### config.mk
export PLATFORM = sky130hd
export DESIGN_NAME = mem_access_stage
export DESIGN_NICKNAME = d
export VERILOG_FILES = /design/src/rtl/mem_stage_pkg.sv /design/src/rtl/mem_lane_align.sv /design/src/rtl/mem_access_stage.sv
export SDC_FILE = /design/constraint.sdc
export NUM_CORES = 1
export LEC_CHECK = 0
export CAP_MARGIN = 0
export CORE_AREA = 4 4 128 130
export DETAILED_ROUTE_END_ITERATION = 8
export DIE_AREA = 0 0 132 134
export PLACE_DENSITY_LB_ADDON = 0.2
export SETUP_SLACK_MARGIN = 0.15
export SLEW_MARGIN = 20
export SYNTH_ARGS = -nofsm -noshare
export SYNTH_HDL_FRONTEND = slang
export SYNTH_HIERARCHICAL = 1
export SYNTH_SLANG_ARGS = --single-unit
### constraint.sdc
create_clock -name clock -period 4.5 [get_ports clock]
set_input_delay 1.35 -clock clock [delete_from_list [all_inputs] [get_ports clock]]
set_output_delay 1.35 -clock clock [all_outputs]
set_load 0.02 [all_outputs]
### src/rtl/mem_stage_pkg.sv
// rtl/mem_stage_pkg.sv - shared size codes, FSM states and byte-enable constants for the MEM stage.
package mem_stage_pkg;

   localparam logic [1:0] SZ_BYTE     = 2'b00;
   localparam logic [1:0] SZ_HALF     = 2'b01;
   localparam logic [1:0] SZ_WORD     = 2'b10;
   localparam logic [1:0] SZ_WORD_ALT = 2'b11;

   typedef enum logic [1:0] {
      ST_IDLE   = 2'd0,
      ST_BUSY   = 2'd1,
      ST_RETIRE = 2'd2
   } state_e;

   localparam logic [3:0] BE_BYTE0   = 4'b0001;
   localparam logic [3:0] BE_HALF_LO = 4'b0011;
   localparam logic [3:0] BE_HALF_HI = 4'b1100;
   localparam logic [3:0] BE_WORD    = 4'b1111;

endpackage

### src/rtl/mem_lane_align.sv
// rtl/mem_lane_align.sv - combinational store lane replication, byte-enable generation,
// load extraction/extension and misalignment detection for a 4-lane little-endian bus.
module mem_lane_align
   import mem_stage_pkg::*;
#(
   parameter int DATA_W = 32
) (
   input  logic [1:0]        addr_lo_i,
   input  logic [1:0]        size_i,
   input  logic              unsigned_i,
   input  logic [DATA_W-1:0] store_data_i,
   input  logic [DATA_W-1:0] rdata_i,
   output logic [DATA_W-1:0] wdata_o,
   output logic [3:0]        be_o,
   output logic [DATA_W-1:0] load_data_o,
   output logic              misaligned_o
);

   logic [7:0]  rd_byte;
   logic [15:0] rd_half;

   always_comb begin
      wdata_o      = store_data_i;
      be_o         = BE_WORD;
      misaligned_o = 1'b0;
      unique case (size_i)
         SZ_BYTE: begin
            wdata_o = {4{store_data_i[7:0]}};
            be_o    = BE_BYTE0 << addr_lo_i;
         end
         SZ_HALF: begin
            wdata_o      = {2{store_data_i[15:0]}};
            be_o         = addr_lo_i[1] ? BE_HALF_HI : BE_HALF_LO;
            misaligned_o = addr_lo_i[0];
         end
         default: begin
            misaligned_o = |addr_lo_i;
         end
      endcase
   end

   // Sign bit is masked by unsigned_i so one replication covers both extensions.
   always_comb begin
      rd_byte     = rdata_i[{addr_lo_i, 3'b000} +: 8];
      rd_half     = rdata_i[{addr_lo_i[1], 4'b0000} +: 16];
      load_data_o = rdata_i;
      unique case (size_i)
         SZ_BYTE: load_data_o = {{(DATA_W-8){rd_byte[7] & ~unsigned_i}}, rd_byte};
         SZ_HALF: load_data_o = {{(DATA_W-16){rd_half[15] & ~unsigned_i}}, rd_half};
         default: load_data_o = rdata_i;
      endcase
   end

endmodule

### src/rtl/mem_access_stage.sv
// rtl/mem_access_stage.sv - MEM pipeline stage: one req/ack data-memory transaction per load/store,
// with wait-state stalling, timeout and misalignment flags, and a one-cycle MEM/WB write pulse.
module mem_access_stage
   import mem_stage_pkg::*;
#(
   parameter int DATA_W   = 32,
   parameter int WAIT_MAX = 15
) (
   input  logic              clock,
   input  logic              clear_n,
   input  logic              valid_in,
   input  logic [DATA_W-1:0] alu_result_in,
   input  logic [DATA_W-1:0] store_data_in,
   input  logic              mem_read_in,
   input  logic              mem_write_in,
   input  logic [1:0]        size_in,
   input  logic              unsigned_in,
   output logic              stall_out,
   output logic [DATA_W-1:0] result_out,
   output logic [DATA_W-1:0] load_data_out,
   output logic              wb_write,
   output logic              dmem_req,
   output logic              dmem_we,
   output logic [DATA_W-1:0] dmem_addr,
   output logic [DATA_W-1:0] dmem_wdata,
   output logic [3:0]        dmem_be,
   input  logic [DATA_W-1:0] dmem_rdata,
   input  logic              dmem_ack,
   output logic              misalign_err,
   output logic              timeout_err
);

   localparam logic [7:0] WAIT_LIM = 8'(WAIT_MAX);

   state_e            state_q;
   logic [7:0]        cnt_q;
   logic [7:0]        cnt_d;
   logic [DATA_W-1:0] addr_q;
   logic [1:0]        size_q;
   logic              uns_q;
   logic              load_q;
   logic [DATA_W-1:0] result_q;
   logic [DATA_W-1:0] load_data_q;
   logic              wb_write_q;
   logic              req_q;
   logic              we_q;
   logic [DATA_W-1:0] dmem_addr_q;
   logic [DATA_W-1:0] wdata_q;
   logic [3:0]        be_q;
   logic              misalign_q;
   logic              timeout_q;

   logic              in_idle;
   logic              mem_op;
   logic [1:0]        lane_addr_lo;
   logic [1:0]        lane_size;
   logic              lane_uns;
   logic [DATA_W-1:0] lane_wdata;
   logic [3:0]        lane_be;
   logic [DATA_W-1:0] lane_load;
   logic              lane_misaligned;

   assign in_idle = (state_q == ST_IDLE);
   assign mem_op  = mem_read_in | mem_write_in;
   assign cnt_d   = cnt_q + 8'd1;

   // IDLE aligns the incoming instruction; BUSY extracts load data using the latched op.
   assign lane_addr_lo = in_idle ? alu_result_in[1:0] : addr_q[1:0];
   assign lane_size    = in_idle ? size_in : size_q;
   assign lane_uns     = in_idle ? unsigned_in : uns_q;

   mem_lane_align #(.DATA_W(DATA_W)) u_lane_align (
      .addr_lo_i    (lane_addr_lo),
      .size_i       (lane_size),
      .unsigned_i   (lane_uns),
      .store_data_i (store_data_in),
      .rdata_i      (dmem_rdata),
      .wdata_o      (lane_wdata),
      .be_o         (lane_be),
      .load_data_o  (lane_load),
      .misaligned_o (lane_misaligned)
   );

   always_ff @(posedge clock or negedge clear_n) begin
      if (!clear_n) begin
         state_q     <= ST_IDLE;
         cnt_q       <= '0;
         addr_q      <= '0;
         size_q      <= SZ_BYTE;
         uns_q       <= 1'b0;
         load_q      <= 1'b0;
         result_q    <= '0;
         load_data_q <= '0;
         wb_write_q  <= 1'b0;
         req_q       <= 1'b0;
         we_q        <= 1'b0;
         dmem_addr_q <= '0;
         wdata_q     <= '0;
         be_q        <= '0;
         misalign_q  <= 1'b0;
         timeout_q   <= 1'b0;
      end else begin
         wb_write_q <= 1'b0;
         unique case (state_q)
            ST_IDLE: begin
               if (valid_in) begin
                  if (!mem_op) begin
                     result_q   <= alu_result_in;
                     wb_write_q <= 1'b1;
                  end else if (lane_misaligned) begin
                     misalign_q <= 1'b1;
                  end else begin
                     addr_q      <= alu_result_in;
                     size_q      <= size_in;
                     uns_q       <= unsigned_in;
                     load_q      <= mem_read_in;
                     req_q       <= 1'b1;
                     we_q        <= mem_write_in;
                     dmem_addr_q <= {alu_result_in[DATA_W-1:2], 2'b00};
                     wdata_q     <= lane_wdata;
                     be_q        <= lane_be;
                     cnt_q       <= '0;
                     state_q     <= ST_BUSY;
                  end
               end
            end
            ST_BUSY: begin
               if (dmem_ack) begin
                  req_q      <= 1'b0;
                  we_q       <= 1'b0;
                  result_q   <= addr_q;
                  wb_write_q <= 1'b1;
                  if (load_q) begin
                     load_data_q <= lane_load;
                  end
                  state_q <= ST_RETIRE;
               end else if (cnt_d == WAIT_LIM) begin
                  req_q     <= 1'b0;
                  we_q      <= 1'b0;
                  timeout_q <= 1'b1;
                  state_q   <= ST_IDLE;
               end else begin
                  cnt_q <= cnt_d;
               end
            end
            ST_RETIRE: begin
               state_q <= ST_IDLE;
            end
            default: begin
               state_q <= ST_IDLE;
            end
         endcase
      end
   end

   // Only the stall is combinational: upstream must freeze in the same cycle the op is seen.
   assign stall_out = (in_idle & valid_in & mem_op & ~lane_misaligned) | (state_q == ST_BUSY);

   assign result_out    = result_q;
   assign load_data_out = load_data_q;
   assign wb_write      = wb_write_q;
   assign dmem_req      = req_q;
   assign dmem_we       = we_q;
   assign dmem_addr     = dmem_addr_q;
   assign dmem_wdata    = wdata_q;
   assign dmem_be       = be_q;
   assign misalign_err  = misalign_q;
   assign timeout_err   = timeout_q;

endmodule

==> key figures <==
Worst setup path
  • CP max stage cell: clkdlybuf4s50_1
  • Critical Path Most Common Cell: a21oi_2
  • CP top delay family: buffers and inverters
  • Reg-to-reg endpoint: dmem_wdata[14]
  • Reg2reg start: state_q[1]
  • Max incr delay on CP: 0.46 ns
  • Reg2reg path depth: 10
  • Crit Path Max Fanout: 3
  • Worst setup EP type: primary output
  • CP cell instances: clkdlybuf4s50_1 > mux2_4 > a21oi_2 > nor2_1 > nor2b_1 > a21oi_2 > nor2_2 > buf_6
  • CP Launch Point: alu_result_in[0]
  • Flop2flop setup slack: 1.48 ns
  • Startpoint types: primary input
  • Stages on the worst setup path: 8
  • Buffers and inverters on the worst path: 2
  • Req. time, crit path: 3.15 ns
  • Critical Path End: stall_out
  • Crit path DAT: 2.91 ns
  • Setup CP Type: primary input to primary output

Drt
  • DRC errors left: 0
  • Detail Route Antenna Nets: 0
  • Drt pass-1 iters: 5
  • Total wire length: 19.9 mm
  • Vias: 5976
  • Avg WL per Cell: 18.5 µm
  • Vias per inst: 5.55
  • Initial DRC count: 327

Clock network
  • Post-CTS Setup Inserts: 0
  • CTS tree: done
  • Cts bufs inserted: 17
  • Worst skew pair latency: 0.41 ns
  • H-tree depth: 4
  • Cts hold-fix bufs: 0
  • Worst-path clk slew: 0.06 ns
  • CTS root buffer: clkbuf_16
  • CTS Buffer Depth: 2
  • CTS Sinks: 151

Synth
  • Post-synth cell types: 51
  • Seq/Total Area, Yosys: 0.494
  • Mapped Avg Cell Area: 11.2 µm²
  • #FFs+latches synth: 151
  • Yosys top cell area share: 0.494
  • Post-synth top flop: dfrtp_1
  • Post-synth ARST share: 1.00
  • Synth Instances: 684
  • Synth warn: 6
  • EDFF count, synth: 0
  • Area leader, netlist: dfrtp_1
  • Synth top area cells: dfrtp_1, mux2_2, nand2_1
  • Cell area after synthesis: 7650 µm²

Die
  • Core ar.: 15100 µm²
  • Die height: 134 µm
  • Initial Util: 0.505
  • FP Rows: 45
  • Die width: 132 µm
  • Top Ports: 243
  • Die area: 17700 µm²

Placed design
  • DP HPWL: 14.2 mm
  • Gpl congestion: 0.843
  • Buffers on Ports: 240
  • DP Area: 9920 µm²

Timing
  • Max-slew headroom: 0.359
  • Hold Fails Final Rpt: 0
  • Part of the cycle the worst path needs: 0.946
  • Final setup vio count: 0
  • Worst Skew: 0.00865 ns
  • Total Neg Setup Slack: 0 ns
  • Fin crit period: 4.26 ns
  • Hold slack final: 0.472 ns
  • Worst-margin pin slew: 0.961 ns
  • Max Fclk: 235 MHz
  • RSZ-0062 raised after global routing: false
  • Slew Limit Fails: 0

Cells and area
  • Layout overhead on the synthesized area: 37.5%
  • Fill cell count: 1103
  • Final core utilization: 0.695
  • Cell area after layout: 10500 µm²
  • Most frequent cells in the layout: clkdlybuf4s50_1, dfrtp_1, mux2_2, nand2_1, nor2_1
  • Final #Nets: 982
  • Layout cell share with drive strength beyond 1: 0.219
  • Commonest non-fill, non-tap cell in the layout: clkdlybuf4s50_1

Flow run
  • Maxcap violations: 0

Power and ir drop
  • P_int: 5150 µW
  • Clock power frac: 0.169
  • Combinational fraction of design power: 0.543
  • Net Sw Frac: 0.392
  • Leakage power: 0.00440 µW
  • Pwr Density: 805 nW/µm²
  • Sequential share of power: 0.289
  • VDD IR max: 0.394 mV
  • Sw Pwr: 3320 µW

Global route
  • Vias in the first global route: 6336
  • First-pass GRT wire length: 32.6 mm
  • GR Util All Layers: 0.228
  • Remaining global-route overflow: 0
  • Largest net degree at the start of global routing: 121
  • Initial antenna violation count: 0

Hold path
  • Hold depth: 1
  • Hold/Removal Path Class: flip-flop to flip-flop

Outcome
  • Status: complete, no violations
-- worst register-to-register path: stages (launching register included) --
cell and delay (ns):
dfrtp_1 0.49, nor2_1 0.23, buf_4 0.20, mux2_2 0.36, a21oi_2 0.13, nor2_1 0.08
nor2b_1 0.19, buf_4 0.16, and3_4 0.44, buf_12 0.27, mux2_2 0.36
-- synthesized netlist by cell type, drive strengths merged (2+ instances only) --
| master | instances |
|---|---|
| dfrtp | 151 |
| mux2 | 128 |
| nand2 | 86 |
| buf | 72 |
| nor2 | 51 |
| a31oi | 35 |
| nor2b | 20 |
| mux2i | 17 |
| o22ai | 16 |
| clkbuf | 15 |
| o21ai | 12 |
| a22oi | 9 |
| o221ai | 8 |
| a21oi | 7 |
| a221o | 7 |
| inv | 5 |
| nor3 | 4 |
| o21bai | 4 |
| o31ai | 4 |
| xor2 | 4 |
| nand3b | 3 |
| or2 | 3 |
| a22o | 2 |
| and2 | 2 |
| ha | 2 |
| nand2b | 2 |
| nand3 | 2 |
| o2bb2ai | 2 |
-- logic make-up after synthesis --
| group | share of synthesized area |
|---|---|
| and+or+nand+nor | 0.104 |
| DFF | 0.494 |
| muxes | 0.215 |
| AOI/OAI and AO/OA | 0.104 |
| buffers and inverters | 0.0746 |
| xor gates and xnor gates | 0.00458 |
| adders and majority gates | 0.00327 |
| other | 0.000490 |
-- worst min path at each step --
| stage | from | endpoint |
|---|---|---|
| 4_1_cts | misalign_err | misalign_err |
| 2_1_floorplan | cnt_q[5] | cnt_q[5] |
| 3_5_place_dp | misalign_err | misalign_err |
| 5_1_grt | misalign_err | misalign_err |
| 6_report | misalign_err | misalign_err |
| 3_3_place_gp | timeout_err | timeout_err |
-- through the flow --
| step | cells | power (µW) | setup slack [ns] |
|---|---|---|---|
| 3_3_place_gp | 1044 | 6920 | -0.198 |
| 5_1_grt | 1075 | 8970 | 0.155 |
| 6_report | 1076 | 8470 | 0.245 |
| 3_5_place_dp | 1044 | 7060 | -0.264 |
| 4_1_cts | 1075 | 8510 | 0.175 |
| 2_1_floorplan | 685 | 5360 | 0.375 |
-- layout make-up --
type | instances | area [µm²] | share of cell area
well taps | 188 | 235 | 0.0224
flip-flops and latches | 151 | 3780 | 0.359
multi-input cells | 442 | 3340 | 0.317
diodes | 1 | 2.50 | 0.000238
clock buffers | 19 | 433 | 0.0411
clock inverters | 12 | 153 | 0.0145
repair buffers | 258 | 2570 | 0.244
inverters | 5 | 18.8 | 0.00178
-- routing by layer --
| layer | wire length (µm) | global-route usage | up-vias |
|---|---|---|---|
| met5 | 0 | 0 | - |
| met4 | 391 | 0.0828 | 0 |
| met3 | 1720 | 0.0818 | 33 |
| met2 | 9660 | 0.373 | 254 |
| met1 | 8120 | 0.280 | 2934 |
| li1 | - | - | 2755 |
-- power by group through the flow --
stage	Sequential, µW	Combinational, µW	Clock [µW]
after detailed placement	2460	4600	0
after CTS	2450	4610	1460
after global routing	2530	4920	1520
after floorplan	2950	2410	0
final	2440	4590	1430
after global placement	2420	4500	0
-- registers in the layout, indices dropped and copies added (netlist names) --
signal	cells
result_out	32
misalign_err	1
dmem_we	1
state_q	2
load_data_out	32
dmem_req	1
dmem_be	4
load_q	1
uns_q	1
dmem_wdata	32
cnt_q	8
timeout_err	1
wb_write	1
dmem_addr	1
addr_q	31
size_q	2
-- what timing repair did --
item / in CTS / in global routing
pin swaps: 0 / 1
endpoints found under the setup margin: 1 / 1
hold endpoints to repair: 0 / 0
gates resized for setup: 4 / 6
No activity file was read; power rests on OpenSTA's default activity.
